==> src/rtl/four_in_demux_pkg.sv <==
// Shared constants for the four-lane demultiplexer: lane count, select width,
// lane index values and the idle level driven on unselected lanes.
package four_in_demux_pkg;

  localparam int SEL_W     = 2;
  localparam int NUM_LANES = 4;

  localparam logic [SEL_W-1:0] LANE0 = 2'd0;
  localparam logic [SEL_W-1:0] LANE1 = 2'd1;
  localparam logic [SEL_W-1:0] LANE2 = 2'd2;
  localparam logic [SEL_W-1:0] LANE3 = 2'd3;

  localparam logic IDLE = 1'b0;

endpackage

==> src/rtl/four_in_demux_decode.sv <==
// 2-to-4 one-hot lane decoder. Produces all-zero when disabled or when the
// select value is not a known lane index.
module four_in_demux_decode
  import four_in_demux_pkg::*;
(
  input  logic [SEL_W-1:0]     select,
  input  logic                 en,
  output logic [NUM_LANES-1:0] onehot
);

  always_comb begin
    onehot = '0;
    if (en) begin
      // An unknown select falls into default, so no lane ever picks up X.
      case (select)
        LANE0:   onehot = 4'b0001;
        LANE1:   onehot = 4'b0010;
        LANE2:   onehot = 4'b0100;
        LANE3:   onehot = 4'b1000;
        default: onehot = '0;
      endcase
    end
  end

endmodule

==> src/rtl/four_in_demux.sv <==
// 1-to-4 demultiplexer: steers `in` onto the lane chosen by `select`, all other
// lanes idle. Output is either registered (1-cycle latency) or combinational.
module four_in_demux
  import four_in_demux_pkg::*;
#(
  parameter int DATA_W  = 1,
  parameter bit OUT_REG = 1'b1
) (
  input  logic                        clk,
  input  logic                        rst,
  output logic [NUM_LANES*DATA_W-1:0] out,
  input  logic [SEL_W-1:0]            select,
  input  logic [DATA_W-1:0]           in,
  input  logic                        en
);

  logic [NUM_LANES-1:0]        onehot;
  logic [NUM_LANES*DATA_W-1:0] out_d;

  four_in_demux_decode u_decode (
    .select (select),
    .en     (en),
    .onehot (onehot)
  );

  always_comb begin
    out_d = {(NUM_LANES*DATA_W){IDLE}};
    for (int k = 0; k < NUM_LANES; k++) begin
      out_d[k*DATA_W +: DATA_W] = {DATA_W{onehot[k]}} & in;
    end
  end

  if (OUT_REG) begin : g_reg
    logic [NUM_LANES*DATA_W-1:0] out_q;

    always_ff @(posedge clk) begin
      if (rst) out_q <= '0;
      else     out_q <= out_d;
    end

    assign out = out_q;
  end else begin : g_comb
    // No state in this mode; reset simply gates the routed value.
    assign out = rst ? '0 : out_d;
  end

endmodule

==> config.mk <==
export PLATFORM = sky130hd
export DESIGN_NAME = four_in_demux
export DESIGN_NICKNAME = d
export VERILOG_FILES = /design/src/rtl/four_in_demux_pkg.sv /design/src/rtl/four_in_demux_decode.sv /design/src/rtl/four_in_demux.sv
export SDC_FILE = /design/constraint.sdc
export NUM_CORES = 1
export LEC_CHECK = 0
export BUFFER_PORTS_ARGS = -buffer_cell sky130_fd_sc_hd__buf_4
export CAP_MARGIN = 20
export CELL_PAD_IN_SITES_DETAIL_PLACEMENT = 2
export CELL_PAD_IN_SITES_GLOBAL_PLACEMENT = 2
export CORE_AREA = 2 2 39 41
export DETAILED_ROUTE_END_ITERATION = 8
export DIE_AREA = 0 0 41 43
export PLACE_DENSITY = 0.52
export RECOVER_POWER = 100
export SYNTH_ARGS = -nofsm -noshare
export SYNTH_HDL_FRONTEND = slang
export SYNTH_SLANG_ARGS = --single-unit
==> constraint.sdc <==
create_clock -name clk -period 1.31 [get_ports clk]
set_input_delay 0.0655 -clock clk [delete_from_list [all_inputs] [get_ports clk]]
set_output_delay 0.0655 -clock clk [all_outputs]
set_load 0.02 [all_outputs]
==> summary.md, run 1 <==
| Metric | Value |
|---|---|
| Switching power | 0.0607 mW |
| Number of CTS-inserted buffers | 3 |
| Max-slew violations | 0 |
| # DRC | 0 |
| LEAKAGE | 0.0880 nW |
| Xor/xnor share of the synthesized area | 0 |
| Met2 usage | 0.0719 |
| First-pass GRT wire length | 634 um |
| Via-to-Cell Ratio | 3.18 |
| WL/cell | 8.88 um |
| Clock Power Share | 0.507 |
| Synthesized area per cell | 10.1 um2 |
| TritonRoute pass-1 iters | 2 |
| Share of the synthesized area in the top cell type | 0.660 |
| Combinational share of power | 0.078 |
| Seq/Total Area, Yosys | 0.660 |
| Synth Area in Compound Gates | 0 |
| Final ANT Viol Nets | 0 |
| Worst setup EP type | output pin |
| Post-Synth Adder-Cell Area | 0 |
| Final setup violation count | 0 |
| Hold slack | 0.0865 ns |
| Die height | 43 um |
| PwrDens | 1390 nW/um2 |
| Chip width | 41 um |
| Startpoint types | flop |
| Yosys top cell by area | dfxtp_1 |
| Gate Count Post-Synth | 12 |
| Number of core rows | 14 |
| Max frequency | 1200 MHz |
| Post-synthesis cell area | 121 um2 |
| Vias | 127 |
| Sw Share | 0.202 |
| Die area | 1760 um2 |
| H-tree Lvls | 1 |
| Clock Sink Count | 4 |
| Mux contribution to synthesized area | 0 |
| Pint | 0.240 mW |
| Cts hold-fix bufs | 0 |
| All-Layer GR Usage | 0.0653 |
| # IOs | 10 |
| Crit path cell chain | clkbuf_1 |
| Dominant cells by area after synthesis | dfxtp_1 66%, nor2_1 12%, or3b_1 7.2% |
| Status | finished clean |
| Final #Nets | 32 |
| Max_cap viols | 0 |
| CP max FO | 1 |
| Register bit total from synthesis | 4 |
| Initial antenna violation count | 0 |
| Rel. slew slack | 0.830 |
| Layout area overhead | 78.4% |
| Main combinational cell family by area after synthesis | simple AND/OR/NAND/NOR gates |
| CTS root buffer | clkbuf_4 |
| Synthesis Warnings | 0 |
| Antenna diodes | 0 |
| RD Place Congestion | 0.481 |
| FILL cells | 172 |
| CTS tree | built |
| Crit path max-delay cell type | dfxtp_1 |
| Max clock buf depth | 2 |
| Starting Density | 0.0877 |
| Syn Nets | 18 |
| Setup TNS | 0 ns |
| Synth Area in Simple Gates | 0.340 |
| Global routing's busiest layer | met4 |
| Library cells used by synthesis | 6 |
| Detailed router's first-iteration violation count | 1 |
| Largest net degree at the start of global routing | 3 |
| Layout cells sized above 1 | 0.333 |
| Max reg flops | 4 |
| Gr ovfl total | 0 |
| Final min period | 0.831 ns |
| Max IR drop VDD | 0.194 mV |
| Crit share post-route | 0.634 |
| Slew @ Worst Pin | 0.257 ns |
| Clock transition at path regs | 0.04 ns |
| Port-buffer cells | 9 |
| Post CTS Setup Buffer Count | 0 |
| RSZ-0062 raised after global routing | no |
| Core ar. | 1380 um2 |
| Crit-path max cell delay | 0.30 ns |
| Crit path kind | reg2out |
| Met1 Track Usage GR | 0.0581 |
| Worst path required time | 1.24 ns |
| Reg power frac | 0.416 |
| Grt met3 use | 0.0471 |
| Top Family by Delay on Critical Path | flip-flops |
| Hold Fails Final Rpt | 0 |
| Critical Path AT | 0.77 ns |
| Number of global-route vias before repair | 171 |
| Post-Route WL | 355 um |
| Post-cts gate resize count | 0 |
| Worst path bufs/invs | 1 |
| Hold WC Path Type | in2reg |
layout by cell type (no fill, tap or decap):
cell type / count
nand3b_1: 1
nand2b_1: 1
nand2_1: 1
or3b_1: 1
nor2_1: 4
dfxtp_1: 4
clkbuf_4: 5
clkbuf_1: 4
buf_4: 3
logic make-up (layout without fill, tap and decap cells):
logic type | Yosys count | after routing
buffers and inverters | 0 | 12
flip-flops | 4 | 4
AND/OR/NAND/NOR | 8 | 8
worst paths after layout:
kind	from	endpoint	depth (start not counted)
worst min-delay path	in	out[3]	3
worst max-delay path	out[3]	out[3]	1
power groups by stage:
| stage | Combinational [mW] | Clock, mW | Sequential (mW) |
|---|---|---|---|
| floorplan | 0.00582 | 0 | 0.130 |
| detailed placement | 0.0258 | 0 | 0.127 |
| global placement | 0.0241 | 0 | 0.127 |
| CTS | 0.0258 | 0.160 | 0.125 |
| finish | 0.0234 | 0.152 | 0.125 |
| global route | 0.0261 | 0.176 | 0.125 |
Yosys cell counts (all sizes together):
cell / count
dfxtp: 4
nor2: 4
nand2: 1
nand2b: 1
nand3b: 1
or3b: 1
stage by stage:
| step | instance area [um2] | std cells | util | total power [mW] | setup slack, ns |
|---|---|---|---|---|---|
| CTS | 231 | 40 | 0.167 | 0.311 | 0.561 |
| global route | 216 | 40 | 0.156 | 0.327 | 0.420 |
| detailed placement | 209 | 37 | 0.151 | 0.153 | 0.527 |
| floorplan | 121 | 12 | - | 0.135 | 0.713 |
| finish | 216 | 40 | 0.156 | 0.301 | 0.479 |
| global placement | 209 | 37 | 0.151 | 0.151 | 0.579 |
metal layers:
layer,vias up,share of wire
met1,51,0.37
met5,-,0
met2,12,0.43
met3,2,0.16
li1,62,-
met4,0,0.042
final cells by class:
class	instances	area, um2	share of cell area
repair buffers	9	52.6	0.243
flip-flops and latches	4	80.1	0.370
multi-input cells	8	41.3	0.191
well taps	16	20.0	0.0925
clock buffers	3	22.5	0.104
Note: power is estimated with default switching activity, not from simulation.
==> inputs of run 2 (changes only) <==
- clock period: 1.31 -> 0.8 ns (I/O delays scaled with it)
==> run 2 against run 1 <==
Worst setup slack worse by 0.41 ns. Critical path depth stayed put. Global-route usage is 0.19 points higher. Core utilization is 0.72 points higher. Largest cell class unchanged. Largest power group unchanged.
==> summary.md, run 2 (synthesis gave the netlist of run 1 again) <==
| Metric | Value |
|---|---|
| Hold slack | 0.0706 ns (-0.0159 ns) |
| Starting Density | 0.0877 (unchanged) |
| Post CTS Setup Buffer Count | 0 (unchanged) |
| First-pass GRT wire length | 634 um (unchanged) |
| Critical Path AT | 0.69 ns (-0.08 ns) |
| Port-buffer cells | 9 (unchanged) |
| Fin area | 226 um2 (+4.6%) |
| Initial antenna violation count | 0 (unchanged) |
| All-Layer GR Usage | 0.0673 (+0.00194) |
| Max frequency | 1370 MHz |
| Max reg flops | 4 (unchanged) |
| HP Start | in |
| TritonRoute pass-1 iters | 2 (unchanged) |
| Number of CTS-inserted buffers | 3 (unchanged) |
| Clock Sink Count | 4 (unchanged) |
| Vias | 134 (+5.5%) |
| Global routing's busiest layer | met4 |
| Met1 Track Usage GR | 0.0547 (-0.00340) |
| Crit share post-route | 0.912 |
| WL/cell | 8.95 um (+0.85%) |
| Status | finished clean |
| Startpoint types | flop |
| Fin util | 0.164 (+0.00723) |
| # DRC | 0 (unchanged) |
| Slew @ Worst Pin | 0.123 ns (-0.134 ns) |
| Detailed router's first-iteration violation count | 1 (unchanged) |
| Gr ovfl total | 0 (unchanged) |
| Worst Hold Path EP | out[1] |
| CP max FO | 1 (unchanged) |
| Setup TNS | 0 ns (unchanged) |
| Crit path kind | reg2out |
| Via-to-Cell Ratio | 3.35 (+5.5%) |
| # IOs | 10 (unchanged) |
| Final #Nets | 32 (unchanged) |
| Layout cells sized above 1 | 0.500 (+0.167) |
| Max clock buf depth | 2 (unchanged) |
| Crit path cell chain | clkbuf_2 |
| LEAKAGE | 0.103 nW (+17%) |
| CTS root buffer | clkbuf_4 |
| Post-Route WL | 358 um (+0.85%) |
| Post-Layout Cell Count | 40 (unchanged) |
| Number of global-route vias before repair | 165 (-3.5%) |
| Clock transition at path regs | 0.04 ns (about the same) |
| Largest net degree at the start of global routing | 3 (unchanged) |
| Crit-path max cell delay | 0.30 ns (about the same) |
| Inst Count DP | 37 (unchanged) |
| PwrDens | 2180 nW/um2 (+57%) |
| DP Area | 209 um2 (unchanged) |
| Core ar. | 1380 um2 (unchanged) |
| Final min period | 0.730 ns |
| RSZ-0062 raised after global routing | no |
| Worst path required time | 0.76 ns (-0.48 ns) |
| Max-slew violations | 0 (unchanged) |
| Number of core rows | 14 (unchanged) |
| CTS tree | built |
| Hold WC Path Type | in2reg |
| Worst setup EP type | output pin |
| Final setup violation count | 0 (unchanged) |
| Top Family by Delay on Critical Path | flip-flops |
| Crit path max-delay cell type | dfxtp_1 |
| Max IR drop VDD | 0.323 mV (+66%) |
| Max_cap viols | 0 (unchanged) |
| WHS Path Cells | 3 (unchanged) |
| Worst path bufs/invs | 1 (unchanged) |
| Die height | 43 um (unchanged) |
| Hold Fails Final Rpt | 0 (unchanged) |
| Grt met3 use | 0.0628 (+0.0157) |
| Commonest cells after routing, fill and taps aside | 5 x clkbuf_4, 5 x buf_4, 4 x nor2_1, 4 x dfxtp_1, 2 x clkbuf_2 |
| Rel. slew slack | 0.919 (+0.0888) |
| Final ANT Viol Nets | 0 (unchanged) |
| H-tree Lvls | 1 (unchanged) |
| Met2 usage | 0.0719 (unchanged) |
| Chip width | 41 um (unchanged) |
| Cts hold-fix bufs | 0 (unchanged) |
| RD Place Congestion | 0.482 (+0.10%) |
| Antenna diodes | 0 (unchanged) |
| Die area | 1760 um2 (unchanged) |
| Layout area overhead | 86.6% |
| Post-cts gate resize count | 0 (unchanged) |
[run 2: changes by cell type in the layout (fill, tap and decap cells not counted), sizes merged]
cell / delta
clkbuf: -2
buf: +2
[run 2: how the worst max path moves through the flow]
stage	depth (start not counted)	end	startpoint	slack, ns
6_report	1	out[3]	out[3]	0.07
5_1_grt	1	out[1]	out[1]	0.02
4_1_cts	1	out[0]	out[0]	0.08
3_5_place_dp	3	out[0]	select[1]	0.07
3_3_place_gp	3	out[1]	select[1]	0.09
2_1_floorplan	2	out[0]	select[1]	0.23
[run 2: power by group]
group | switching (mW) | internal (mW)
combinational | 0.0170 | 0.0233
clock | 0.0804 | 0.168
sequential | 0.000859 | 0.204
total | 0.0982 | 0.395
[run 2: final cells by class]
| cell class | count | area, um2 |
|---|---|---|
| Fill cell | 168 | 1160 |
| Sequential cell | 4 | 80.1 |
| Timing Repair Buffer | 9 | 62.6 |
| Multi-Input combinational cell | 8 | 41.3 |
| Clock buffer | 3 | 22.5 |
| Tap cell | 16 | 20.0 |
[run 2: per-stage QoR]
stage / setup WS (ns) / power, mW
final: 0.0701 / 0.493
after global routing: 0.0243 / 0.533
after CTS: 0.0754 / 0.509
after floorplan: 0.229 / 0.222
after global placement: 0.0932 / 0.247
after detailed placement: 0.0668 / 0.251
[run 2: worst min-delay path, delay by kind of cell]
family	cells	cell delay, ns
simple gates	2	0.14
buf+inv	1	0.08
[run 2: layer usage]
| layer | part of all wire | wire [um] |
|---|---|---|
| met4 | 0.039 | 14 |
| met3 | 0.17 | 62 |
| met5 | 0 | 0 |
| met2 | 0.44 | 156 |
| met1 | 0.35 | 124 |
==> inputs of run 3 (changes only) <==
- CORE_AREA: 2 2 39 41 -> 5 5 42 44
- DIE_AREA: 0 0 41 43 -> 0 0 47 49
- RECOVER_POWER: 100 -> 50
- SLEW_MARGIN: not set -> 20
==> run 3 against run 2 <==
Combinational power up 4%. Final cell count unchanged. First-iteration DRC count up 100%. Largest cell class unchanged. Worst setup slack better by 0.018 ns. Highest routed layer unchanged. Via count is the same. Hold slack got worse by 0.0026 ns. Largest power group unchanged. Global-route usage fell by 2.1 points.
==> summary.md, run 3 (synthesis gave the netlist of run 1 again) <==
| Metric | Value |
|---|---|
| DP Area | 209 um2 (unchanged) |
| Layout cells sized above 1 | 0.500 (unchanged) |
| Hold slack | 0.0680 ns (-0.00261 ns) |
| Pre-CTS setup slack | 0.0713 ns (+0.00455 ns) |
| CTS tree | built |
| Via-to-Cell Ratio | 3.35 (unchanged) |
| RD Place Congestion | 0.634 (+32%) |
| WL/cell | 9.83 um (+9.8%) |
| CP max FO | 1 (unchanged) |
| Final min period | 0.712 ns (-0.0178 ns) |
| PwrDens | 2130 nW/um2 (-2.1%) |
| LEAKAGE | 0.105 nW (+1.6%) |
| Worst setup EP type | output pin |
| Status | finished clean |
| Crit-path max cell delay | 0.29 ns (about the same) |
| Largest net degree at the start of global routing | 3 (unchanged) |
| Slew @ Worst Pin | 0.113 ns (-0.00991 ns) |
| H-tree Lvls | 1 (unchanged) |
| CTS root buffer | clkbuf_4 |
| Initial antenna violation count | 0 (unchanged) |
| Critical Path AT | 0.67 ns (-0.02 ns) |
| Cts hold-fix bufs | 0 (unchanged) |
| Max IR drop VDD | 0.351 mV (+8.7%) |
| Crit path max-delay cell type | dfxtp_1 |
| Startpoint types | flop |
| Final ANT Viol Nets | 0 (unchanged) |
| Max frequency | 1400 MHz (+2.5%) |
| Post-cts gate resize count | 0 (unchanged) |
| Layout area overhead | 90.7% |
| Die area | 2300 um2 (+31%) |
| Gr ovfl total | 0 (unchanged) |
| Worst path bufs/invs | 1 (unchanged) |
| Final Worst Setup Slack | 0.0879 ns (+0.0178 ns) |
| Pwr Total | 0.493 mW (about the same) |
| Crit share post-route | 0.890 (-0.0223) |
| # IOs | 10 (unchanged) |
| Max_cap viols | 0 (unchanged) |
| Max clock buf depth | 2 (unchanged) |
| Antenna diodes | 0 (unchanged) |
| Max reg flops | 4 (unchanged) |
| Clock transition at path regs | 0.04 ns (about the same) |
| Post CTS Setup Buffer Count | 0 (unchanged) |
| Final #Nets | 32 (unchanged) |
| First-pass GRT wire length | 641 um (+1.1%) |
| Setup TNS | 0 ns (unchanged) |
| Worst path required time | 0.76 ns (about the same) |
| Hold Fails Final Rpt | 0 (unchanged) |
| Die height | 49 um (+14%) |
| Fin area | 231 um2 (+2.2%) |
| Chip width | 47 um (+15%) |
| Port-buffer cells | 9 (unchanged) |
| Number of global-route vias before repair | 173 (+4.8%) |
| Number of core rows | 14 (unchanged) |
| Commonest cells after routing, fill and taps aside | 7 x buf_4, 5 x clkbuf_4, 4 x nor2_1, 4 x dfxtp_1 |
| Hold WC Path Type | in2reg |
| Max-slew violations | 0 (unchanged) |
| Core ar. | 1400 um2 (+1.3%) |
| Rel. slew slack | 0.925 (+0.00603) |
| All-Layer GR Usage | 0.0464 (-0.0208) |
| # DRC | 0 (unchanged) |
| RSZ-0062 raised after global routing | no |
| Most common cell after layout, fill and taps aside | buf_4 |
| Vias | 134 (unchanged) |
| Final setup violation count | 0 (unchanged) |
| Detailed router's first-iteration violation count | 2 (+1) |
| Clock Sink Count | 4 (unchanged) |
| Crit path kind | reg2out |
| TritonRoute pass-1 iters | 2 (unchanged) |
| Number of CTS-inserted buffers | 3 (unchanged) |
| Top Family by Delay on Critical Path | flip-flops |
| Crit path cell chain | buf_4 |
| Starting Density | 0.0866 (-0.00110) |
| Post-Route WL | 393 um (+9.8%) |
run 3: changes by cell type in the layout (fill, tap and decap cells not counted):
cell,before,now
buf_4,5,7
clkbuf_2,2,0
run 3: area by class of cell:
class	count	area, um2
fill	174	1170
tap	16	20.0
timing repair buffer	9	67.6
clock buffer	3	22.5
multi-input combinational	8	41.3
sequential	4	80.1
run 3: stage by stage:
stage           util  cells
5_1_grt        0.165     40
3_3_place_gp   0.149     37
4_1_cts        0.165     40
3_5_place_dp   0.149     37
2_1_floorplan      -     12
6_report       0.165     40
run 3: worst paths after layout:
path,startpoint,end,depth (start not counted)
max,out[2],out[2],1
min,in,out[1],3
run 3: power by group:
group,internal [mW],total (mW),switching [mW]
Combinational,0.0242,0.0419,0.0177
Clock,0.168,0.246,0.0788
Sequential,0.204,0.205,0.000957
run 3: metal layers:
layer / track usage / wire [um]
met1: 0.0351 / 135
met2: 0.0543 / 153
met3: 0.0406 / 86
met4: 0.0691 / 17
met5: 0 / 0
